<file path="src/rtl/serial_scan_scheduler.sv">
// Round-robin scan sequencer: drives latch/pulse/sel for CHAINS shift-register chains on one serial input.
// Optional macro CHANGE_ONLY_EN: a result is posted only when a chain's word differs from its previous scan.
module serial_scan_scheduler #(
    parameter int BITS        = 8,
    parameter int CHAINS      = 2,
    parameter int HALF_PERIOD = 4,
    parameter int GAP         = 16
) (
    input  logic                    clk,
    input  logic                    reset,
    input  logic                    enable,
    input  logic                    data_in,
    output logic                    latch,
    output logic                    pulse,
    output logic [CHAINS-1:0]       sel,
    output logic                    result_valid,
    input  logic                    result_ready,
    output logic [BITS-1:0]         result_data,
    output logic [$clog2(CHAINS):0] result_chain,
    output logic                    overrun
);
    localparam int CW      = $clog2(CHAINS) + 1;
    localparam int CNT_MAX = (HALF_PERIOD > GAP) ? HALF_PERIOD : GAP;
    localparam int CNT_W   = $clog2(CNT_MAX + 1);
    localparam int BW      = $clog2(BITS + 1);

    typedef enum logic [2:0] {
        S_IDLE,
        S_LATCH,
        S_LO,
        S_HI,
        S_DONE,
        S_GAP
    } state_t;

    state_t            state_q, state_d;
    logic [CNT_W-1:0]  cnt_q, cnt_d;
    logic [BW-1:0]     bit_cnt_q, bit_cnt_d;
    logic              latch_half_q, latch_half_d;
    logic [CW-1:0]     ptr_q, ptr_d;
    logic [BITS-1:0]   shreg_q, shreg_d;
    logic              valid_q, valid_d;
    logic [BITS-1:0]   data_q, data_d;
    logic [CW-1:0]     chain_q, chain_d;
    logic              overrun_q, overrun_d;
    logic              latch_q, latch_d;
    logic              pulse_q, pulse_d;
    logic [CHAINS-1:0] sel_q, sel_d;
    logic              tick;
    logic              post;

`ifdef CHANGE_ONLY_EN
    localparam int IW = (CHAINS > 1) ? $clog2(CHAINS) : 1;
    logic [BITS-1:0] last_q [CHAINS];
    logic [BITS-1:0] last_d [CHAINS];
`endif

    assign tick = (cnt_q == CNT_W'(HALF_PERIOD - 1));

    always_comb begin
        state_d      = state_q;
        cnt_d        = cnt_q + CNT_W'(1);
        bit_cnt_d    = bit_cnt_q;
        latch_half_d = latch_half_q;
        ptr_d        = ptr_q;
        shreg_d      = shreg_q;
        valid_d      = valid_q & ~result_ready;
        data_d       = data_q;
        chain_d      = chain_q;
        overrun_d    = 1'b0;
        post         = 1'b1;
`ifdef CHANGE_ONLY_EN
        last_d       = last_q;
`endif
        case (state_q)
            S_IDLE: begin
                cnt_d = '0;
                if (enable) state_d = S_LATCH;
            end
            // LATCH spans two phases; the counter wraps once in between.
            S_LATCH: begin
                if (tick) begin
                    cnt_d        = '0;
                    latch_half_d = 1'b1;
                    if (latch_half_q) state_d = S_LO;
                end
            end
            S_LO: begin
                if (tick) begin
                    shreg_d = {shreg_q[BITS-2:0], data_in};
                    state_d = S_HI;
                end
            end
            S_HI: begin
                if (tick) begin
                    if (bit_cnt_q == BW'(BITS - 1)) begin
                        state_d = S_DONE;
                    end else begin
                        bit_cnt_d = bit_cnt_q + BW'(1);
                        state_d   = S_LO;
                    end
                end
            end
            S_DONE: begin
                state_d = S_GAP;
                ptr_d   = (ptr_q == CW'(CHAINS - 1)) ? '0 : ptr_q + CW'(1);
`ifdef CHANGE_ONLY_EN
                post                  = (shreg_q != last_q[ptr_q[IW-1:0]]);
                last_d[ptr_q[IW-1:0]] = shreg_q;
`endif
                // A held, unaccepted result wins; the new word is dropped and flagged.
                if (post) begin
                    if (valid_q && !result_ready) begin
                        overrun_d = 1'b1;
                    end else begin
                        valid_d = 1'b1;
                        data_d  = shreg_q;
                        chain_d = ptr_q;
                    end
                end
            end
            S_GAP: begin
                if (cnt_q == CNT_W'(GAP - 1)) state_d = enable ? S_LATCH : S_IDLE;
            end
            default: state_d = S_IDLE;
        endcase

        if (state_d != state_q) begin
            cnt_d = '0;
            if (state_d == S_LATCH) begin
                latch_half_d = 1'b0;
                bit_cnt_d    = '0;
            end
        end

        // Board strobes are registered from the next state so they never glitch.
        latch_d = (state_d == S_LATCH);
        pulse_d = (state_d == S_HI);
        sel_d   = (state_d inside {S_LATCH, S_LO, S_HI}) ? (CHAINS'(1) << ptr_d) : '0;
    end

    always_ff @(posedge clk or posedge reset) begin
        if (reset) begin
            state_q      <= S_IDLE;
            cnt_q        <= '0;
            bit_cnt_q    <= '0;
            latch_half_q <= 1'b0;
            ptr_q        <= '0;
            shreg_q      <= '0;
            valid_q      <= 1'b0;
            data_q       <= '0;
            chain_q      <= '0;
            overrun_q    <= 1'b0;
            latch_q      <= 1'b0;
            pulse_q      <= 1'b0;
            sel_q        <= '0;
`ifdef CHANGE_ONLY_EN
            for (int i = 0; i < CHAINS; i++) last_q[i] <= '0;
`endif
        end else begin
            state_q      <= state_d;
            cnt_q        <= cnt_d;
            bit_cnt_q    <= bit_cnt_d;
            latch_half_q <= latch_half_d;
            ptr_q        <= ptr_d;
            shreg_q      <= shreg_d;
            valid_q      <= valid_d;
            data_q       <= data_d;
            chain_q      <= chain_d;
            overrun_q    <= overrun_d;
            latch_q      <= latch_d;
            pulse_q      <= pulse_d;
            sel_q        <= sel_d;
`ifdef CHANGE_ONLY_EN
            last_q       <= last_d;
`endif
        end
    end

    assign latch        = latch_q;
    assign pulse        = pulse_q;
    assign sel          = sel_q;
    assign result_valid = valid_q;
    assign result_data  = data_q;
    assign result_chain = chain_q;
    assign overrun      = overrun_q;

endmodule

</file>
<file path="config.mk">
export PLATFORM = sky130hd
export DESIGN_NAME = serial_scan_scheduler
export DESIGN_NICKNAME = d
export VERILOG_FILES = /design/src/rtl/serial_scan_scheduler.sv
export SDC_FILE = /design/constraint.sdc
export NUM_CORES = 1
export LEC_CHECK = 0
export ABC_AREA = 1
export BUFFER_PORTS_ARGS = -buffer_cell sky130_fd_sc_hd__buf_2
export CORE_MARGIN = 4
export CORE_UTILIZATION = 34
export CTS_BUF_LIST = sky130_fd_sc_hd__clkbuf_2 sky130_fd_sc_hd__clkbuf_4 sky130_fd_sc_hd__clkbuf_8
export CTS_CLUSTER_SIZE = 10
export DETAILED_ROUTE_END_ITERATION = 12
export GPL_TIMING_DRIVEN = 0
export PLACE_DENSITY = 0.58
export SYNTH_ARGS = -nofsm -noshare
export SYNTH_HDL_FRONTEND = slang
export SYNTH_SLANG_ARGS = --single-unit
</file>
<file path="constraint.sdc">
create_clock -name clk -period 1.75 [get_ports clk]
set_clock_uncertainty 0.15 [all_clocks]
set_input_delay 0.4375 -clock clk [delete_from_list [all_inputs] [get_ports clk]]
set_output_delay 0.4375 -clock clk [all_outputs]
set_load 0.005 [all_outputs]
</file>
* Word-level counts from Yosys, hierarchy flattened *
Index checks and enable logic that the tools add are counted.

word-level totals
  bits in registers = 39
  output and inout bits = 16

cells by class
  bitwise logic cells = 3
  reductions and logical operators = 6
  add/sub/neg operators = 3
  shift operators = 1
  equal/unequal tests = 13
  muxes and demuxes = 28

operator list
  cell                                                                   count
  3-bit 2-to-1 mux                                                       7
  4-bit 2-to-1 mux                                                       5
  3-bit case mux with 6 select lines                                     1
  3-bit by 2-bit equality test with 1-bit output, second input constant  4
  5-bit 2-to-1 mux                                                       2
  5-bit case mux with 2 select lines                                     1
  1-bit 2-to-1 mux                                                       9
  3-bit by 1-bit equality test with 1-bit output, second input constant  2
  3-bit equality test, second input constant                             2
  2-bit 2-to-1 mux                                                       3
  5-bit by 1-bit adder with 5-bit output, second input constant          1
  5-bit by 2-bit equality test with 1-bit output, second input constant  1
  5-bit by 4-bit equality test with 1-bit output, second input constant  1
  4-bit by 1-bit adder with 4-bit output, second input constant          1
  4-bit by 3-bit equality test with 1-bit output, second input constant  1
  2-bit AND reduction                                                    2
  3-bit logical NOT                                                      1
  3-bit != test                                                          1
  3-bit nonzero test                                                     1
  2-bit by 1-bit adder with 2-bit output, second input constant          1
  2-bit by 1-bit equality test with 1-bit output, second input constant  1
  1-bit inverter                                                         2
  1-bit by 2-bit left shift with 2-bit output, first input constant      1
  1-bit AND                                                              1
  other kinds (2)                                                        2

* Logic depth before layout (Yosys ltp) *
Gate-level depths: netlist (run 1).

  depth in word-level cells = 7
  gate-level depth with buffers = 14
  gate-level depth less buffers = 14

* Least setup slack after synthesis (run 1) *
Ideal clock, no wire load.

  kind = register to register
  start point = register cnt_q[0]
  end point = register bit_cnt_q[0]
  period minus slack after synthesis = 1.844 ns
  setup slack = -0.094 ns
  setup time = 0.116 ns
  stages on the path, launching flop included = 14
  buffers on the path = 0
  data arrival time = 1.577 ns
  required time = 1.484 ns
  path through = dfrtp_1 -> ha_1 -> nand2_1 -> nor2_1 -> ha_1 -> nand2_1 -> nand3_1 -> nand2_2 -> nor2_4 -> nand3_2 -> nand2_8 -> nand2_4 -> nand2_1 -> nand2_1

between the ends
  longest elaborated chain between the ends = 6
  elaborated cells between the ends (all ways) = 13
  those cells by class = 4 x eq/ne; 9 x mux

ends and longest elaborated chain
  element                                                                                                           RTL line  source
  from (decl)                                                                                                       37        logic [CNT_W-1:0] cnt_q, cnt_d;
  from (signal assigned)                                                                                            162       cnt_q <= cnt_d;
  5-bit by 4-bit equality test with 1-bit output or 5-bit by 2-bit equality test with 1-bit output (tied branches)  123, 58
  3-bit 2-to-1 mux (on tied branches)                                                                               -
  3-bit case mux with 6 select lines                                                                                75        case (state_q)
  3-bit by 1-bit equality test with 1-bit output                                                                    130       if (state_d == S_LATCH) begin
  4-bit 2-to-1 mux                                                                                                  130
  4-bit 2-to-1 mux (*)                                                                                              128       if (state_d != state_q) begin
  named net bit_cnt_d[0]                                                                                            38        logic [BW-1:0] bit_cnt_q, bit_cnt_d;
  to (signal assigned)                                                                                              163       bit_cnt_q <= bit_cnt_d;
  to (decl)                                                                                                         38

Mark *: on every way through the listed nets, which the timed path passes. The rest lies on a longest branch.
A chain may end at the register's enable or synchronous reset.

* Worst setup path after layout (run 1) *
  start point = register cnt_q[0]
  end point = register cnt_q[3]

between the ends
  longest elaborated chain between the ends = 5
  elaborated cells between the ends (all ways) = 12
  those cells by class = 1 x add/sub; 3 x eq/ne; 8 x mux

ends and longest elaborated chain
  element                                                                                                           RTL line  source
  5-bit by 4-bit equality test with 1-bit output or 5-bit by 2-bit equality test with 1-bit output (tied branches)  123, 58
  3-bit 2-to-1 mux (on tied branches)                                                                               -
  3-bit case mux with 6 select lines (*)                                                                            75
  named net state_d[0]                                                                                              36        state_t state_q, state_d;
  3-bit != test (*)                                                                                                 128
  5-bit 2-to-1 mux (*)                                                                                              128
  named net cnt_d[3]                                                                                                37

Marks and branches as above.

==> results of run 1 <==
[cells by family after synthesis]
group           synth area share, %
simple gates                   29.6
compound gates                 7.35
buf+inv                        7.80
xor+xnor                       1.37
fa+ha+maj                      1.95
flops                          50.7
mux                            1.17
[how the worst min path moves through the flow]
stage,to
global route,result_data[5]
floorplan,cnt_q[0]
detailed placement,cnt_q[0]
finish,result_data[5]
CTS,result_data[5]
global placement,result_data[5]
[critical path, cell delays in order (launching register included)]
cell and delay [ns]:
dfrtp_1 0.40, ha_4 0.16, nand2_2 0.06, nor2_2 0.11
ha_2 0.18, nand2_1 0.05, nand3_1 0.08, nand2_2 0.06
nor2_4 0.16, nand2_4 0.10, nand2_4 0.10, nand2_8 0.08
nand3_4 0.11, nor2_2 0.04
[metrics by stage]
stage | util [%] | hold slack [ns] | cells | setup slack [ns]
after floorplan | - | 0.292 | 220 | -0.0536
after global placement | 38.6 | 0.311 | 312 | -0.288
after detailed placement | 38.6 | 0.318 | 312 | -0.241
after CTS | 41.2 | 0.178 | 321 | -0.179
after global routing | 43.0 | 0.224 | 325 | -0.339
final | 43.0 | 0.141 | 325 | -0.207
[synth_stat cells, drive strengths merged]
| cell | instances |
|---|---|
| a21oi | 2 |
| nor3 | 1 |
| a21boi | 1 |
| buf | 2 |
| xor2 | 3 |
| nand2 | 67 |
| mux2 | 2 |
| o21ai | 21 |
| nand3 | 16 |
| nor2 | 27 |
| dfrtp | 39 |
| nand4 | 1 |
| clkbuf | 1 |
| inv | 33 |
| a21o | 1 |
| ha | 3 |
[routing by layer]
metal	up-vias	part of all wire [%]
li1	743	-
met1	648	47
met2	21	47
met3	6	4.3
met4	0	1.8
met5	-	0
[timing repair]
| action | CTS | global route |
|---|---|---|
| gates cloned | 0 | 0 |
| setup endpoints to repair | 13 | 26 |
| pin swaps | 0 | 13 |
| buffers inserted | 1 | 4 |
| hold buffers | 0 | 0 |
| gates resized for setup | 1 | 21 |
[sequential cells by signal, indices dropped and copies added, names as in the netlist]
register and cells:
bit_cnt_q 4, cnt_q 5, latch 1, latch_half_q 1, overrun 1, ptr_q 2
pulse 1, result_chain 2, result_data 8, result_valid 1, sel 2, shreg_q 8
state_q 3
[final cells by class]
cell class	instances	area (sq um)	area share [%]
inverter	33	124	5.23
tap	72	90.1	3.80
sequential	39	977	41.3
clock inverter	2	60.1	2.54
buffer	3	27.5	1.16
timing repair buffer	25	138	5.81
clock buffer	6	76.3	3.22
multi-input combinational	145	876	37.0
[power groups by stage]
stage | Clock [uW] | Combinational (uW) | Sequential [uW]
global route | 976 | 40.6 | 911
floorplan | 0 | 22.0 | 928
global placement | 0 | 34.2 | 928
CTS | 931 | 35.1 | 910
detailed placement | 0 | 35.0 | 928
finish | 910 | 32.6 | 911
==> impl_results.rst, run 1 <==
.. list-table::
   :header-rows: 1

   * - Metric
     - Value
   * - Status
     - complete, but fails checks
   * - Failing checks
     - negative setup slack
   * - Die ar.
     - about 0.007 sq mm
   * - Clk sinks
     - 39
   * - Routed Wire Length
     - about 3500 um
   * - Number of warnings printed during yosys synthesis
     - 0
   * - GR Util met3
     - under 10%
   * - Number of distinct library cells after synthesis
     - 25
   * - Via total after detailed routing
     - ~1.4k
   * - Average cell area after synthesis
     - slightly below 9 sq um
   * - Type of the most critical hold path
     - input pin to asynchronous set/reset pin
   * - Hpwl dp
     - 2500 um
   * - Post-route cell area
     - 0.00237 sq mm
   * - Share of the yosys chip area belonging to registers
     - between 50% and 60%
   * - Maximum number of pins on one net before global-route repair
     - 40
   * - Clk_lat worst skew
     - approximately 0.30 ns
   * - Kind of critical path
     - register to register
   * - Via count of the first global-routing pass
     - approximately 1.5k
   * - Crit Reg-Reg Startpoint
     - cnt_q[0]
   * - Sw Share
     - a little under a fifth
   * - Worst setup SP type
     - register
   * - 1st-iter DRT viols
     - 16
   * - Length of the first detailed-routing pass in iterations
     - 4
   * - Residual DRC
     - 0
   * - Top post-synthesis cells by area
     - dfrtp_1 (51%), nand2_1 (11%), inv_1 (6.0%), o21ai_0 (4.9%), nand3_1 (3.4%)
   * - Mapped Area
     - 0.00192 sq mm
   * - Aggregate global-route resource usage
     - 11.5%
   * - Sum of internal, switching and leakage power
     - 1850 uW
   * - Reg-to-reg setup timing slack
     - -0.21 ns
   * - Chip width
     - 83.2 um
   * - Number of rows created at floorplan
     - 27
   * - Level count of the clock H-tree
     - 2
   * - Synthesis-to-finish area growth
     - 23.1%
   * - Maximum buffer depth of the clock tree
     - 2
   * - Met2 capacity usage during global routing
     - 19.3%
   * - Max-Cap Viols
     - 0
   * - Drt via density
     - 4.36
   * - RSZ-0062 raised after global routing
     - true
   * - Initial Utilization
     - 34.9%
   * - Worst Setup EP
     - cnt_q[3]
   * - Synthesized Nets
     - 228
   * - Path depth of the worst reg2reg path
     - 13
   * - Most Used Layer, Global Route
     - met2
   * - Average wire per cell in the routed design
     - 10.8 um
   * - Rel. slew slack
     - 46.7%
   * - CTS tree
     - yes
   * - Fill cell count
     - 542
   * - Share of power burned in registers
     - 49.1%
   * - Most used cells in the layout excluding fill and tap cells
     - nand2_1 (49), dfrtp_1 (38), inv_1 (29)
   * - Maximum operating frequency
     - approximately 510 MHz
   * - Type of element capturing the critical path
     - register
   * - Capture point of the worst reg-to-reg path
     - cnt_q[3]
   * - Ports
     - 21
   * - CTS Buf Count
     - 5
   * - Int Pwr
     - about 1500 uW
   * - Root Buffer Master
     - clkbuf_8
   * - VDD IR max
     - 0.398 mV
   * - Critical Path AT
     - 1.99 ns
   * - Count of final hold-check violations
     - 0
   * - Floorplan Core Area
     - 0.00551 sq mm
   * - Switching power
     - 353 uW
   * - Pins Over Slew Limit
     - 0
   * - Cell area after placement
     - approximately 0.0021 sq mm
   * - Synthesized netlist cell count
     - 220
   * - Gp weighted congestion
     - 0.829
   * - Beginning of the critical path
     - cnt_q[0]
   * - Largest fanout on the critical path
     - 7
   * - Static Leakage
     - 0.00129 uW
   * - Fraction of synthesized cell area taken by the top area cell type
     - between 50% and 60%
   * - Most frequent standard cell in the layout excluding fill and tap cells
     - nand2_1
   * - Minimum clock period
     - 1.96 ns
   * - Share of power burned in combinational logic
     - 1.8%
   * - Met1 Resource Use GR
     - 13.1%
   * - Fraction of the cycle the final worst path needs
     - 112%
   * - Synthesized flop and latch total
     - 39
   * - Height of the die
     - 83.2 um
   * - PwrDens
     - 783 mW/mm^2
   * - Fraction of layout instances using a drive strength above 1
     - 31.6%
   * - Cell type contributing the most total cell area after synthesis
     - dfrtp_1
   * - Final count of negative-setup-slack endpoints
     - 12
   * - Clock Power Share
     - 49.1%
   * - WP data required
     - 1.78 ns
   * - # diodes
     - 0
   * - Remaining antenna violation count
     - 0
   * - Grt total ovfl
     - 0
   * - Final setup TNS
     - -2.09 ns
   * - Final-stage net count
     - 260
   * - Global-route wire length before repair
     - 6430 um
   * - Clock input transition at the sequential cells of the worst setup and hold paths
     - 0.08 ns
   * - Worst-margin pin slew
     - 0.799 ns
   * - Number of antenna violations at the first check in global routing
     - 0
   * - Buffers added on ports
     - 20
   * - Setup WS post-layout
     - -0.207 ns
(Power assumes the default switching activity.)
==> run 2, diff against run 1 <==
Settings changed: HOLD_SLACK_MARGIN from default to 0.15, PLACE_DENSITY 0.58 to 0.61.
==> impl_results.rst, run 2 (synthesis results as in run 1) <==
.. list-table::
   :header-rows: 1

   * - Metric
     - Value
   * - Largest fanout on the critical path
     - 7
   * - VDD IR max
     - 0.315 mV
   * - Count of final hold-check violations
     - 0
   * - Remaining antenna violation count
     - 0
   * - Post-route worst hold slack
     - 0.150 ns
   * - Aggregate global-route resource usage
     - 11.4%
   * - Root Buffer Master
     - clkbuf_8
   * - Core utilization of the finished layout
     - 44.2%
   * - Number of rows created at floorplan
     - 27
   * - Final count of negative-setup-slack endpoints
     - 13
   * - CTS Buf Count
     - 5
   * - Sequence of cells on the critical path
     - ha_4 > nand2_4 > nor2_4 > ha_4 > nand2_2 > nand3_2 > nand2_2 > nor2_4 > nand2_4 > nand2_4 > nand2_8 > nand3_4 > nor2_2
   * - Buffers added on ports
     - 20
   * - Gp weighted congestion
     - 0.810
   * - Chip width
     - 83.2 um
   * - Static Leakage
     - 0.00130 uW
   * - Sum of internal, switching and leakage power
     - about 1700 uW
   * - Via count of the first global-routing pass
     - 1415
   * - Pins Over Slew Limit
     - 0
   * - Area of the multi-input gates
     - approximately 910 sq um
   * - Status
     - complete, but fails checks
   * - Synthesis-to-finish area growth
     - 26.6%
   * - Slowest cell on the critical path
     - dfrtp_1
   * - Global-route wire length before repair
     - 6530 um
   * - Grt total ovfl
     - 0
   * - 1st-iter DRT viols
     - 43
   * - Floorplan Core Area
     - roughly 0.0055 sq mm
   * - Length of the first detailed-routing pass in iterations
     - 4
   * - Worst-margin pin slew
     - 0.813 ns
   * - Type of the most critical hold path
     - input pin to asynchronous set/reset pin
   * - Most used cells in the layout excluding fill and tap cells
     - nand2_1 (50), dfrtp_1 (38), inv_1 (29)
   * - Ports
     - 21
   * - Minimum clock period
     - 1.96 ns
   * - Initial Utilization
     - 34.9%
   * - Type of element capturing the critical path
     - register
   * - Fill cell count
     - 533
   * - Maximum operating frequency
     - 510 MHz
   * - Setup WS post-layout
     - -0.209 ns
   * - Number of instances in the placed design
     - 312
   * - # hold bufs at CTS
     - 0
   * - Routed Wire Length
     - 3600 um
   * - Average wire per cell in the routed design
     - 10.9 um
   * - Fraction of the cycle the final worst path needs
     - 112%
   * - CTS tree
     - yes
   * - Final-stage net count
     - 265
   * - Height of the die
     - between 80 and 90 um
   * - Slowest stage delay, CP
     - ~0.40 ns
   * - Most common cell on crit path
     - nand2_4
   * - RSZ-0062 raised after global routing
     - true
   * - Pre-CTS WS
     - -0.273 ns
   * - Rel. slew slack
     - 45.7%
   * - Max-Cap Viols
     - 0
   * - Clock input transition at the sequential cells of the worst setup and hold paths
     - 0.08 ns
   * - Fraction of layout instances using a drive strength above 1
     - approximately a third
   * - Failing checks
     - negative setup slack
   * - Worst setup SP type
     - register
   * - Kind of critical path
     - register to register
   * - # diodes
     - 0
   * - Number of antenna violations at the first check in global routing
     - 0
   * - Critical Path AT
     - 1.99 ns
   * - Hpwl dp
     - approximately 2500 um
   * - Clk sinks
     - 39
   * - Residual DRC
     - 0
   * - Level count of the clock H-tree
     - 2
   * - Post-Layout Cell Count
     - 330
   * - Maximum buffer depth of the clock tree
     - 2
   * - Drt via density
     - 4.38
   * - Die ar.
     - 0.00693 sq mm
   * - Register Area
     - about 980 sq um
   * - Via total after detailed routing
     - 1446
   * - Maximum number of pins on one net before global-route repair
     - 40
   * - Clk_lat worst skew
     - 0.29 ns
   * - WP data required
     - 1.78 ns
   * - PwrDens
     - around 700 mW/mm^2
   * - Most frequent standard cell in the layout excluding fill and tap cells
     - nand2_1
==> run 2: cell types whose count changed in the layout (fill, tap and decap cells not counted), sizes merged <==
cell / before / now
buf: 27 / 33
clkbuf: 7 / 6
clkinv: 0 / 1
bufinv: 2 / 1
==> run 2: path summary, 6_finish.rpt <==
kind | from | slack (ns) | cells past startpoint | endpoint
hold / removal | reset | 0.15 | 2 | shreg_q[6]
max in group asynchronous | reset | 0.74 | 2 | state_q[2]
min in group clk | data_in | 0.25 | 3 | shreg_q[0]
setup / recovery | cnt_q[0] | -0.21 | 13 | cnt_q[2]
hold reg to reg | result_chain[1] | 0.33 | 2 | result_chain[1]
setup reg to reg | cnt_q[0] | -0.21 | 13 | cnt_q[2]
==> run 2: report_power, final <==
part | switching (uW) | total (uW) | internal, uW
Sequential | 3.09 | 911 | 908
Combinational | 27.2 | 35.3 | 8.06
Clock | 307 | 768 | 461
Total | 337 | 1710 | 1380
==> run 2: layout make-up <==
type	instances	share of cell area [%]
timing repair buffer	30	7.50
tap	72	3.70
buffer	3	1.39
sequential	39	40.1
clock buffer	6	3.39
clock inverter	2	1.44
inverter	33	5.08
multi-input combinational	145	37.4
==> run 2: metrics by stage <==
stage          setup TNS, ns  cell area (sq um)
6_report               -2.09               2440
5_1_grt                -3.73               2440
4_1_cts                -1.98               2300
3_5_place_dp           -3.07               2120
3_3_place_gp          -13.40               2120
2_1_floorplan         -0.538               1930
==> run 2: what timing repair did <==
item / in CTS / in global routing
pin swaps: 3 / 13
setup endpoints to repair: 13 / 32
setup buffers: 5 / 6
gates resized for setup: 7 / 33
==> run 2: worst max-delay path, delay by kind of cell (launching register included) <==
family                     cells  cell delay [ns]
DFF                            1             0.40
and+or+nand+nor               11             0.97
adders and majority gates      2             0.32
==> run 2: routing by layer <==
| metal | GRT usage [%] | vias to the layer above | wire length, um |
|---|---|---|---|
| met1 | 14.0 | 656 | 1600 |
| met4 | 4.46 | 0 | 70 |
| li1 | - | 757 | - |
| met3 | 3.57 | 8 | 157 |
| met2 | 18.7 | 25 | 1770 |
| met5 | 0 | - | 0 |
==> run 3, diff against run 2 <==
Clock period 1.75 ns to 1.65 ns, I/O delays scaled along.
==> impl_results.rst, run 3 (synthesis results as in run 1) <==
.. list-table::
   :header-rows: 1

   * - Metric
     - Value
   * - 1st-iter DRT viols
     - 40
   * - Final-stage net count
     - 262
   * - Sequence of cells on the critical path
     - ha_4 > nand2_2 > nor2_2 > ha_2 > nand2_2 > nand3_2 > nand2_2 > nor2_4 > nand2_4 > nand2_4 > nand2_8 > nand3_4 > nor2_2
   * - Slowest cell on the critical path
     - dfrtp_1
   * - Rel. slew slack
     - 46.2%
   * - Clk sinks
     - 39
   * - Most used cells in the layout excluding fill and tap cells
     - nand2_1 (53), dfrtp_1 (37), inv_1 (28)
   * - Maximum operating frequency
     - between 500 and 600 MHz
   * - Length of the first detailed-routing pass in iterations
     - 6
   * - # diodes
     - 0
   * - Drt via density
     - 4.44
   * - Chip width
     - 83.2 um
   * - Via count of the first global-routing pass
     - 1413
   * - CTS Buf Count
     - 5
   * - Fraction of the cycle the final worst path needs
     - 119%
   * - Hpwl dp
     - 2520 um
   * - Largest fanout on the critical path
     - 7
   * - Most frequent standard cell in the layout excluding fill and tap cells
     - nand2_1
   * - Static Leakage
     - 0.00127 uW
   * - Minimum clock period
     - 1.96 ns
   * - Buffers added on ports
     - 20
   * - Pins Over Slew Limit
     - 0
   * - Global-route wire length before repair
     - 6240 um
   * - Fraction of layout instances using a drive strength above 1
     - 32.2%
   * - Count of final hold-check violations
     - 0
   * - Most common cell on crit path
     - nand2_2
   * - Final count of negative-setup-slack endpoints
     - 13
   * - Register Area
     - 978 sq um
   * - PwrDens
     - just over 800 mW/mm^2
   * - Clock input transition at the sequential cells of the worst setup and hold paths
     - 0.08 ns
   * - Average wire per cell in the routed design
     - 10.5 um
   * - Setup WS post-layout
     - -0.312 ns
   * - Routed Wire Length
     - 3450 um
   * - Slowest stage delay, CP
     - 0.40 ns
   * - Via total after detailed routing
     - 1452
   * - Kind of critical path
     - register to register
   * - Aggregate global-route resource usage
     - 11.0%
   * - Residual DRC
     - 0
   * - Root Buffer Master
     - clkbuf_8
   * - CTS tree
     - yes
   * - Level count of the clock H-tree
     - 2
   * - Max-Cap Viols
     - 0
   * - Initial Utilization
     - 34.9%
   * - Worst-margin pin slew
     - 0.806 ns
   * - Type of the most critical hold path
     - input pin to asynchronous set/reset pin
   * - Clk_lat worst skew
     - ~0.29 ns
   * - Failing checks
     - negative setup slack
   * - VDD IR max
     - a little under 0.5 mV
   * - Grt total ovfl
     - 0
   * - Status
     - complete, but fails checks
   * - Remaining antenna violation count
     - 0
   * - Post-Layout Cell Count
     - 327
   * - Worst setup SP type
     - register
   * - Area of the multi-input gates
     - 866 sq um
   * - WP data required
     - 1.68 ns
   * - Maximum number of pins on one net before global-route repair
     - 40
   * - Ports
     - 21
   * - Type of element capturing the critical path
     - register
   * - Cell area after placement
     - 0.00212 sq mm
   * - Post-route cell area
     - 0.00239 sq mm
   * - Gp weighted congestion
     - 0.790
   * - Number of rows created at floorplan
     - 27
   * - Number of instances in the placed design
     - 312
   * - Floorplan Core Area
     - 0.00551 sq mm
   * - Sum of internal, switching and leakage power
     - 1940 uW
   * - Final setup TNS
     - -3.52 ns
   * - Die ar.
     - 0.00693 sq mm
   * - Height of the die
     - about 83 um
   * - Fill cell count
     - 540
   * - Critical Path AT
     - 1.99 ns
   * - Number of antenna violations at the first check in global routing
     - 0
   * - Maximum buffer depth of the clock tree
     - 2
   * - RSZ-0062 raised after global routing
     - true
   * - Synthesis-to-finish area growth
     - 24.1%
## run 3: changes by cell type in the layout (fill, tap and decap cells not counted), sizes merged
cell / before / now
bufinv: 1 / 2
buf: 33 / 30
clkinv: 1 / 0
## run 3: critical path: cells and delay by family (launching register included)
kind	cells	cell delay, ns
adders and majority gates	2	0.35
and+or+nand+nor	11	0.94
DFF	1	0.40
## run 3: final timing paths
path	startpoint	end	slack, ns	cells past startpoint
min in group clk	data_in	shreg_q[0]	0.22	3
setup / recovery	cnt_q[0]	cnt_q[4]	-0.31	13
hold / removal	reset	shreg_q[6]	0.13	2
max in group asynchronous	reset	state_q[1]	0.67	2
setup reg to reg	cnt_q[0]	cnt_q[4]	-0.31	13
hold reg to reg	result_data[4]	result_data[4]	0.33	2
## run 3: final cells by class
class | count | area share [%]
plain buffers | 3 | 1.57
clock buffers | 6 | 3.20
clock inverters | 2 | 2.51
inverters | 33 | 5.19
multi-input cells | 145 | 36.2
flip-flops and latches | 39 | 41.0
well taps | 72 | 3.77
repair buffers | 27 | 6.55
## run 3: what timing repair did
item	4_1_cts	5_1_grt
pin swaps	2	11
hold buffers	0	0
hold endpoints to repair	0	0
endpoints found under the setup margin	16	32
gates resized for setup	8	22
setup buffers	3	4
## run 3: metrics by stage
stage               setup WS (ns)  util (%)  hold slack [ns]
detailed placement         -0.333      38.6            0.315
floorplan                  -0.154         -            0.292
global route               -0.444      43.4            0.200
finish                     -0.312      43.4            0.126
CTS                        -0.278      41.8            0.161
global placement           -0.339      38.6            0.313
## run 3: power by group
part | internal, uW | switching [uW]
registers | 963 | 3.29
logic | 8.43 | 27.4
clock network | 621 | 322
total | 1590 | 352
## run 3: routing by layer
layer | vias to the layer above | wire length, um | track usage (%)
li1 | 752 | - | -
met1 | 672 | 1590 | 13.3
met2 | 21 | 1650 | 18.1
met3 | 7 | 144 | 3.27
met4 | 0 | 64 | 4.46
met5 | - | 0 | 0
